**config.mk**
```make
export PLATFORM = sky130hd
export DESIGN_NAME = node_cnt_rmw
export DESIGN_NICKNAME = d
export VERILOG_FILES = /design/src/rtl/node_cnt_rmw_pkg.sv /design/src/rtl/node_cnt_rmw_alu.sv /design/src/rtl/node_cnt_rmw.sv
export SDC_FILE = /design/constraint.sdc
export NUM_CORES = 1
export LEC_CHECK = 0
export BUFFER_PORTS_ARGS = -buffer_cell sky130_fd_sc_hd__buf_4
export CAP_MARGIN = 25
export CORE_MARGIN = 2
export CORE_UTILIZATION = 52
export DETAILED_ROUTE_END_ITERATION = 6
export PLACE_DENSITY = 0.82
export SYNTH_ARGS = -nofsm -noshare
export SYNTH_HDL_FRONTEND = slang
export SYNTH_SLANG_ARGS = --single-unit
export TNS_END_PERCENT = 30
```
**constraint.sdc**
```tcl
create_clock -name clk -period 2.3 [get_ports clk]
set_input_delay 0.23 -clock clk [delete_from_list [all_inputs] [get_ports clk]]
set_output_delay 0.23 -clock clk [all_outputs]
set_load 0.05 [all_outputs]
```
**src/rtl/node_cnt_rmw_pkg.sv**
```systemverilog
// Shared definitions for the per-node counter read-modify-write controller.
package node_cnt_rmw_pkg;

  typedef enum logic [1:0] {
    OP_READ = 2'b00,
    OP_INC  = 2'b01,
    OP_DEC  = 2'b10,
    OP_CLR  = 2'b11
  } op_e;

  typedef enum logic {
    ST_INIT = 1'b0,
    ST_RUN  = 1'b1
  } state_e;

  localparam int unsigned CNT_WIDTH_DEF = 8;

endpackage

```
**src/rtl/node_cnt_rmw_alu.sv**
```systemverilog
// Saturating counter update: computes the new count and an error flag for inc/dec at the limits.
module cnt_sat_alu
  import node_cnt_rmw_pkg::*;
#(
  parameter int unsigned CNT_WIDTH = CNT_WIDTH_DEF
) (
  input  logic [CNT_WIDTH-1:0] old,
  input  op_e                  op,
  output logic [CNT_WIDTH-1:0] nv,
  output logic                 err
);

  always_comb begin
    nv  = old;
    err = 1'b0;
    case (op)
      OP_READ: ;
      OP_INC: begin
        if (old == '1) err = 1'b1;
        else           nv  = old + 1'b1;
      end
      OP_DEC: begin
        if (old == '0) err = 1'b1;
        else           nv  = old - 1'b1;
      end
      OP_CLR: nv = '0;
      default: ;
    endcase
  end

endmodule

```
**src/rtl/node_cnt_rmw.sv**
```systemverilog
// Per-node packet counter RMW controller for one vPIFO tree level:
// post-reset clear sweep, then a 3-stage accept/update/respond pipeline over a write-first RAM.
module node_cnt_rmw
  import node_cnt_rmw_pkg::*;
#(
  parameter int unsigned ADDR_WIDTH = 4,
  parameter int unsigned CNT_WIDTH  = CNT_WIDTH_DEF,
  parameter int unsigned DEPTH      = 2**ADDR_WIDTH
) (
  input  logic                  clk,
  input  logic                  rst,
  input  logic                  req_valid,
  output logic                  req_ready,
  input  logic [1:0]            req_op,
  input  logic [ADDR_WIDTH-1:0] req_addr,
  output logic                  resp_valid,
  output logic [ADDR_WIDTH-1:0] resp_addr,
  output logic [CNT_WIDTH-1:0]  resp_cnt,
  output logic                  resp_err,
  output logic                  init_done,
  output logic                  ram_wr_en,
  output logic [ADDR_WIDTH-1:0] ram_addr_a,
  output logic [CNT_WIDTH-1:0]  ram_data_a,
  output logic                  ram_re_en,
  output logic [ADDR_WIDTH-1:0] ram_addr_b,
  input  logic [CNT_WIDTH-1:0]  ram_data_b
);

  state_e                state_q, state_d;
  logic [ADDR_WIDTH-1:0] ptr_q, ptr_d;

  logic                  accept;
  logic                  s1_valid;
  op_e                   s1_op;
  logic [ADDR_WIDTH-1:0] s1_addr;
  logic [CNT_WIDTH-1:0]  nv;
  logic                  alu_err;

  always_ff @(posedge clk or posedge rst) begin
    if (rst) begin
      state_q <= ST_INIT;
      ptr_q   <= '0;
    end else begin
      state_q <= state_d;
      ptr_q   <= ptr_d;
    end
  end

  always_comb begin
    state_d = state_q;
    ptr_d   = ptr_q;
    case (state_q)
      ST_INIT: begin
        ptr_d = ptr_q + 1'b1;
        if (ptr_q == ADDR_WIDTH'(DEPTH - 1)) begin
          state_d = ST_RUN;
          ptr_d   = '0;
        end
      end
      ST_RUN: ;
      default: state_d = ST_INIT;
    endcase
  end

  assign req_ready = (state_q == ST_RUN);
  assign init_done = (state_q == ST_RUN);
  assign accept    = req_valid & req_ready;

  assign ram_re_en  = accept;
  assign ram_addr_b = accept ? req_addr : '0;

  // Sweep writes are masked while rst is held so every output reads 0 during reset.
  always_comb begin
    ram_wr_en  = 1'b0;
    ram_addr_a = '0;
    ram_data_a = '0;
    if (state_q == ST_INIT && !rst) begin
      ram_wr_en  = 1'b1;
      ram_addr_a = ptr_q;
    end else if (s1_valid && s1_op != OP_READ) begin
      ram_wr_en  = 1'b1;
      ram_addr_a = s1_addr;
      ram_data_a = nv;
    end
  end

  cnt_sat_alu #(
    .CNT_WIDTH(CNT_WIDTH)
  ) u_alu (
    .old (ram_data_b),
    .op  (s1_op),
    .nv  (nv),
    .err (alu_err)
  );

  always_ff @(posedge clk or posedge rst) begin
    if (rst) begin
      s1_valid <= 1'b0;
      s1_op    <= OP_READ;
      s1_addr  <= '0;
    end else begin
      s1_valid <= accept;
      if (accept) begin
        s1_op   <= op_e'(req_op);
        s1_addr <= req_addr;
      end
    end
  end

  always_ff @(posedge clk or posedge rst) begin
    if (rst) begin
      resp_valid <= 1'b0;
      resp_addr  <= '0;
      resp_cnt   <= '0;
      resp_err   <= 1'b0;
    end else begin
      resp_valid <= s1_valid;
      if (s1_valid) begin
        resp_addr <= s1_addr;
        resp_cnt  <= nv;
        resp_err  <= alu_err;
      end
    end
  end

endmodule

```
# Yosys cells after proc, flatten, opt, wreduce, memory -nomap -nowiden
# Index checks and enable logic that the tools add are counted.
dict set report totals {
  in_bits 17
  word_cells 40
  out_inout_bits 34
  register_bits 26
}
dict set report classes {
  muxes 16
  bitwise_logic 2
  reduce_logical 5
  n_eq_ne 5
  addsub 3
}
# op count
set ops {}
lappend ops {{$mux W8} 4}
lappend ops {{$pmux W8 S3} 1}
lappend ops {{$mux W4} 4}
lappend ops {{$add A8 B1 Y8 const B} 1}
lappend ops {{$eq A8 B8 Y1 const B} 1}
lappend ops {{$logic_not A8 Y1} 1}
lappend ops {{$sub A8 B1 Y8 const B} 1}
lappend ops {{$mux W1} 6}
lappend ops {{$add A4 B1 Y4 const B} 1}
lappend ops {{$eq A2 B2 Y1 const B} 2}
lappend ops {{$eq A4 B4 Y1 const B} 1}
lappend ops {{$eq A2 B1 Y1 const B} 1}
lappend ops {{$logic_and A1 B1 Y1} 2}
lappend ops {{$pmux W1 S2} 1}
lappend ops {{$reduce_bool A2 Y1} 1}
lappend ops {{$and A1 B1 Y1} 1}
lappend ops {{$logic_not A1 Y1} 1}
lappend ops {{$not A1 Y1} 1}

# Longest topological paths before layout
dict set report depth {
  depth_word 5
  mapped_depth 7
  ltp_nobuf 6
}

# Hierarchy
# From an unflattened synthesis, not the netlist that was laid out.
dict set report unflattened {
  hier_cells 193
  area_unflattened_um2 1745.4
}
# module seq_area_each_um2 area_per_inst_um2 n_inst cells_per_inst
set modules_own_cells {}
lappend modules_own_cells {node_cnt_rmw 650.6 1168.6 1 104}
lappend modules_own_cells {cnt_sat_alu 0.0 576.8 1 89}

# Least setup slack after synthesis
# OpenSTA, ideal clock, no wires.
dict set report synth_timing {
  path_kind {register to output}
  startpoint {register s1_op[0]}
  endpoint {output ram_data_a[3]}
  required_time_ps 2070
  slack_ps -490
  path_stages_with_launch 7
  n_path_buf 2
  arrival_time_ps 2560
  path_cell_list {dfrtp_1 > inv_1 > ha_1 > clkbuf_1 > clkbuf_1 > nor2_1 > a311oi_1}
}
dict set report synth_via {
  elab_chain_cells 4
  word_cells_on_any_way 8
  cone_classes {eq/ne (3); mux (3); reduce/logical (2)}
}
# item line_no
set synth_rtl {}
lappend synth_rtl {{start, declared} node_cnt_rmw.sv:34} ;# op_e s1_op;
lappend synth_rtl {{start signal, assigned} node_cnt_rmw.sv:104} ;# s1_op <= op_e'(req_op);
lappend synth_rtl {{$eq A2 B2 Y1 (tied with other cells)} node_cnt_rmw_alu.sv:16} ;# case (op)
lappend synth_rtl {{$pmux W8 S3 or $logic_and A1 B1 Y1 (tied branches)} {node_cnt_rmw_alu.sv:16, node_cnt_rmw.sv:80}}
lappend synth_rtl {{$mux W8 (*)} node_cnt_rmw.sv:80} ;# end else if (s1_valid && s1_op != OP_READ) begin
lappend synth_rtl {{$mux W8 (*)} node_cnt_rmw.sv:77} ;# if (state_q == ST_INIT && !rst) begin
lappend synth_rtl {{end, declared} node_cnt_rmw.sv:23} ;# output logic [CNT_WIDTH-1:0] ram_data_a,
# Mark *: on every way between the ends. The rest lies on a longest branch, timed or not.

# Worst setup path after layout
dict set report layout_timing {
  startpoint {register s1_op[1]}
  endpoint {output ram_data_a[0]}
}
# The elaborated chain is that of the path after synthesis.

==> results.cfg <==
[cts]
insertion_delay_ps = 320
numCtsBuffers = 3
cts_sinks = 26
cts_root_buffer = clkbuf_4
cts_max_path_buffers = 2
htree_levels = 1
cts_tree = done
path_clk_slew_ps = 130

[worst_setup_path]
max_stage_delay_ps = 440
critPathMaxFanout = 9
slowest_stage = dfrtp_1
worstSetupEndpointType = output pin
critPathLaunchType = register
r2r_cells = 6
required_ps = 2070
critPathKind = register to output pin
arrival_ps = 2080
r2r_start = s1_op[0]
r2r_end = resp_cnt[2]
reg2reg_slack_ps = 670
path_cells = inv_2, ha_2, buf_4, a21boi_0, o21ai_1, a21oi_1, buf_4
path_common_cell = buf_4

[die]
dieHeight_um = 62.5
start_util = 0.537
placementRows = 21
dieArea_mm2 = 0.00390
ios = 51
die_w_um = 62.5
core_area_mm2 = 0.00331

[synth]
ys_ff_latch = 26
synth-async-reset-ratio = 1.00
synth-edff-count = 0
synth_nets = 222
synth_area_mm2 = 0.00178
synth_area_per_cell_um2 = 8.98
ys.flop_type = dfrtp_1
ys_types = 57
synthCells = 198
yosysSeqAreaShare = 0.366
yosysWarnings = 0

[layout]
nets = 273
syn2layout_area_growth_pct = 34.8
drive_gt1_frac = 0.387
diodes = 0

[status]
run_status = finished, violations left
violations = negative setup slack

[min_path]
hold_path.class = input port to register
hold_depth = 3
hold-path-endpoint = s1_op[0]
min-delay-start = req_op[0]

[sta]
fin_skew_ps = 1.23
period_share = 1.00
tightest_slew_ps = 532
hold_viol = 0
maxSlewViolCount = 0
max_freq_mhz = 434
rsz0062_at_grt = yes
hold_slack_ps = 104
relSlewSlack = 0.642
fin_ws_ps = -6.22
setup_viol = 1
period_needed_ps = 2310

[global_routing]
first_global_vias = 1571
grt_max_degree = 24
grt_first_pass_wirelength_um = 7490
antenna_found_initial = 0
overflow = 0
grt_usage = 0.235

[drt]
first_pass_iters = 4
routed_wl_um = 4710
drt.antenna.violating_nets = 0
first_iter_violations = 131
wl_per_cell_um = 16.0
num_vias = 1744
vias_per_cell = 5.93
drc = 0

[placed_design]
gp_congestion = 0.920
dp_hpwl_um = 3410
io_buffers = 50

[pwr]
total_power_mw = 1.30
leakagePower_nw = 1.07
p_per_area_mw_per_mm2 = 542
ir_drop_v = 0.000547

[run]
cap_violations = 0
## kinds of logic (layout without fill, tap and decap cells)
logic type      after synthesis  in the layout  synth area share
compound gates               68             68             0.263
xor+xnor                      1              1           0.00493
fa+ha+maj                     7              7            0.0493
buf+inv                      25             75            0.0633
flops                        26             26             0.366
mux                           5              5            0.0317
simple gates                 66             66             0.222
## state kept, by name (all words and copies together), names as in the netlist, 2 cells and up
signal / cells
s1_op: 2
s1_addr: 4
resp_addr: 4
resp_cnt: 8
ptr_q: 4
## cell usage in the layout, fill, tap and decap left out, types with 2 or more instances in the layout
cell        n
and3_1      7
a21o_1      7
inv_1       9
clkbuf_4    3
nand2_1    13
nand4_1     2
a21oi_1     8
o31ai_4     2
mux2_2      5
o31ai_1     2
o21ai_0    12
a22o_1      3
dfrtp_1    26
a31oi_1     5
nand2b_1    4
nor2b_1     2
nand3_1     2
a21oi_2     3
a2111oi_0   2
nor3_1      3
ha_4        2
ha_1        4
buf_6       4
a211oi_1    3
inv_2       2
nor2_1     13
buf_4      55
o211ai_1    2
## cell type report
cell class,count,area [um^2]
fillers,269,915
well taps,46,57.6
clock buffers,4,36.3
repair buffers,60,468
flip-flops and latches,26,651
multi-input cells,147,1140
inverters,11,41.3
## where the power goes
| group | leakage, nW | switching [mW] | internal, mW |
|---|---|---|---|
| clock | 0.0210 | 0.127 | 0.0968 |
| sequential | 0.318 | 0.0255 | 0.497 |
| combinational | 0.735 | 0.361 | 0.191 |
| total | 1.07 | 0.514 | 0.784 |
## through the flow
stage / TNS [ps] / util / setup slack [ps] / cells / instance area, um^2
6_report: -6.22 / 0.724 / -6.22 / 294 / 2400
5_1_grt: -118 / 0.724 / -110 / 294 / 2400
4_1_cts: -42.6 / 0.684 / -32.2 / 292 / 2260
3_5_place_dp: 0 / 0.666 / 92.7 / 287 / 2200
3_3_place_gp: 0 / 0.666 / 151 / 287 / 2200
2_1_floorplan: -372 / - / -84.3 / 198 / 1790
## Yosys cell counts (all sizes together) (2+ instances only)
| master | instances | area share |
|---|---|---|
| nor3 | 3 | 0.0084 |
| ha | 7 | 0.049 |
| o21ai | 14 | 0.042 |
| nand3 | 3 | 0.011 |
| nand2 | 13 | 0.027 |
| clkbuf | 7 | 0.015 |
| a31oi | 7 | 0.028 |
| nor2b | 4 | 0.014 |
| nand4 | 2 | 0.0070 |
| dfrtp | 26 | 0.37 |
| inv | 11 | 0.023 |
| nor2 | 14 | 0.030 |
| buf | 7 | 0.025 |
| o31ai | 4 | 0.017 |
| nand2b | 5 | 0.018 |
| a22o | 3 | 0.015 |
| a2111oi | 2 | 0.0099 |
| mux2 | 5 | 0.032 |
| a21o | 7 | 0.030 |
| or3b | 2 | 0.0099 |
| nor4 | 3 | 0.023 |
| o211ai | 2 | 0.0084 |
| a211oi | 4 | 0.017 |
| and3 | 8 | 0.028 |
| a21oi | 11 | 0.031 |
## worst max path at each step
stage,end,startpoint,slack (ps),depth (start not counted)
detailed placement,ram_data_a[3],ram_data_b[0],90,8
global placement,ram_data_a[5],ram_data_b[0],150,7
finish,ram_data_a[0],s1_op[1],-6,7
floorplan,ram_data_a[6],s1_op[0],-80,6
CTS,ram_data_a[3],s1_op[0],-30,7
global route,ram_data_a[0],s1_op[1],-110,7
## critical path, delay by kind of cell (launching register included)
kind | cells | cell delay (ps)
adder cells (fa/ha/maj) | 1 | 190
buffers and inverters | 3 | 510
AO/OA/AOI/OAI | 3 | 610
flip-flops | 1 | 440
## metal layers
metal / global-route usage / routed length [um] / share of wire / vias up
met3: 0.0414 / 197 / 0.042 / 10
met5: 0 / 0 / 0 / -
met1: 0.311 / 2030 / 0.43 / 845
met4: 0.0417 / 58 / 0.012 / 0
met2: 0.407 / 2430 / 0.52 / 56
li1: - / - / - / 833
## repair_timing
item	in CTS	in global routing
buffers inserted	0	2
hold buffers	1	0
endpoints found under the hold margin	11	0
gates resized for setup	4	26
pin swaps	0	5
endpoints found under the setup margin	6	7
(Power assumes the default switching activity.)
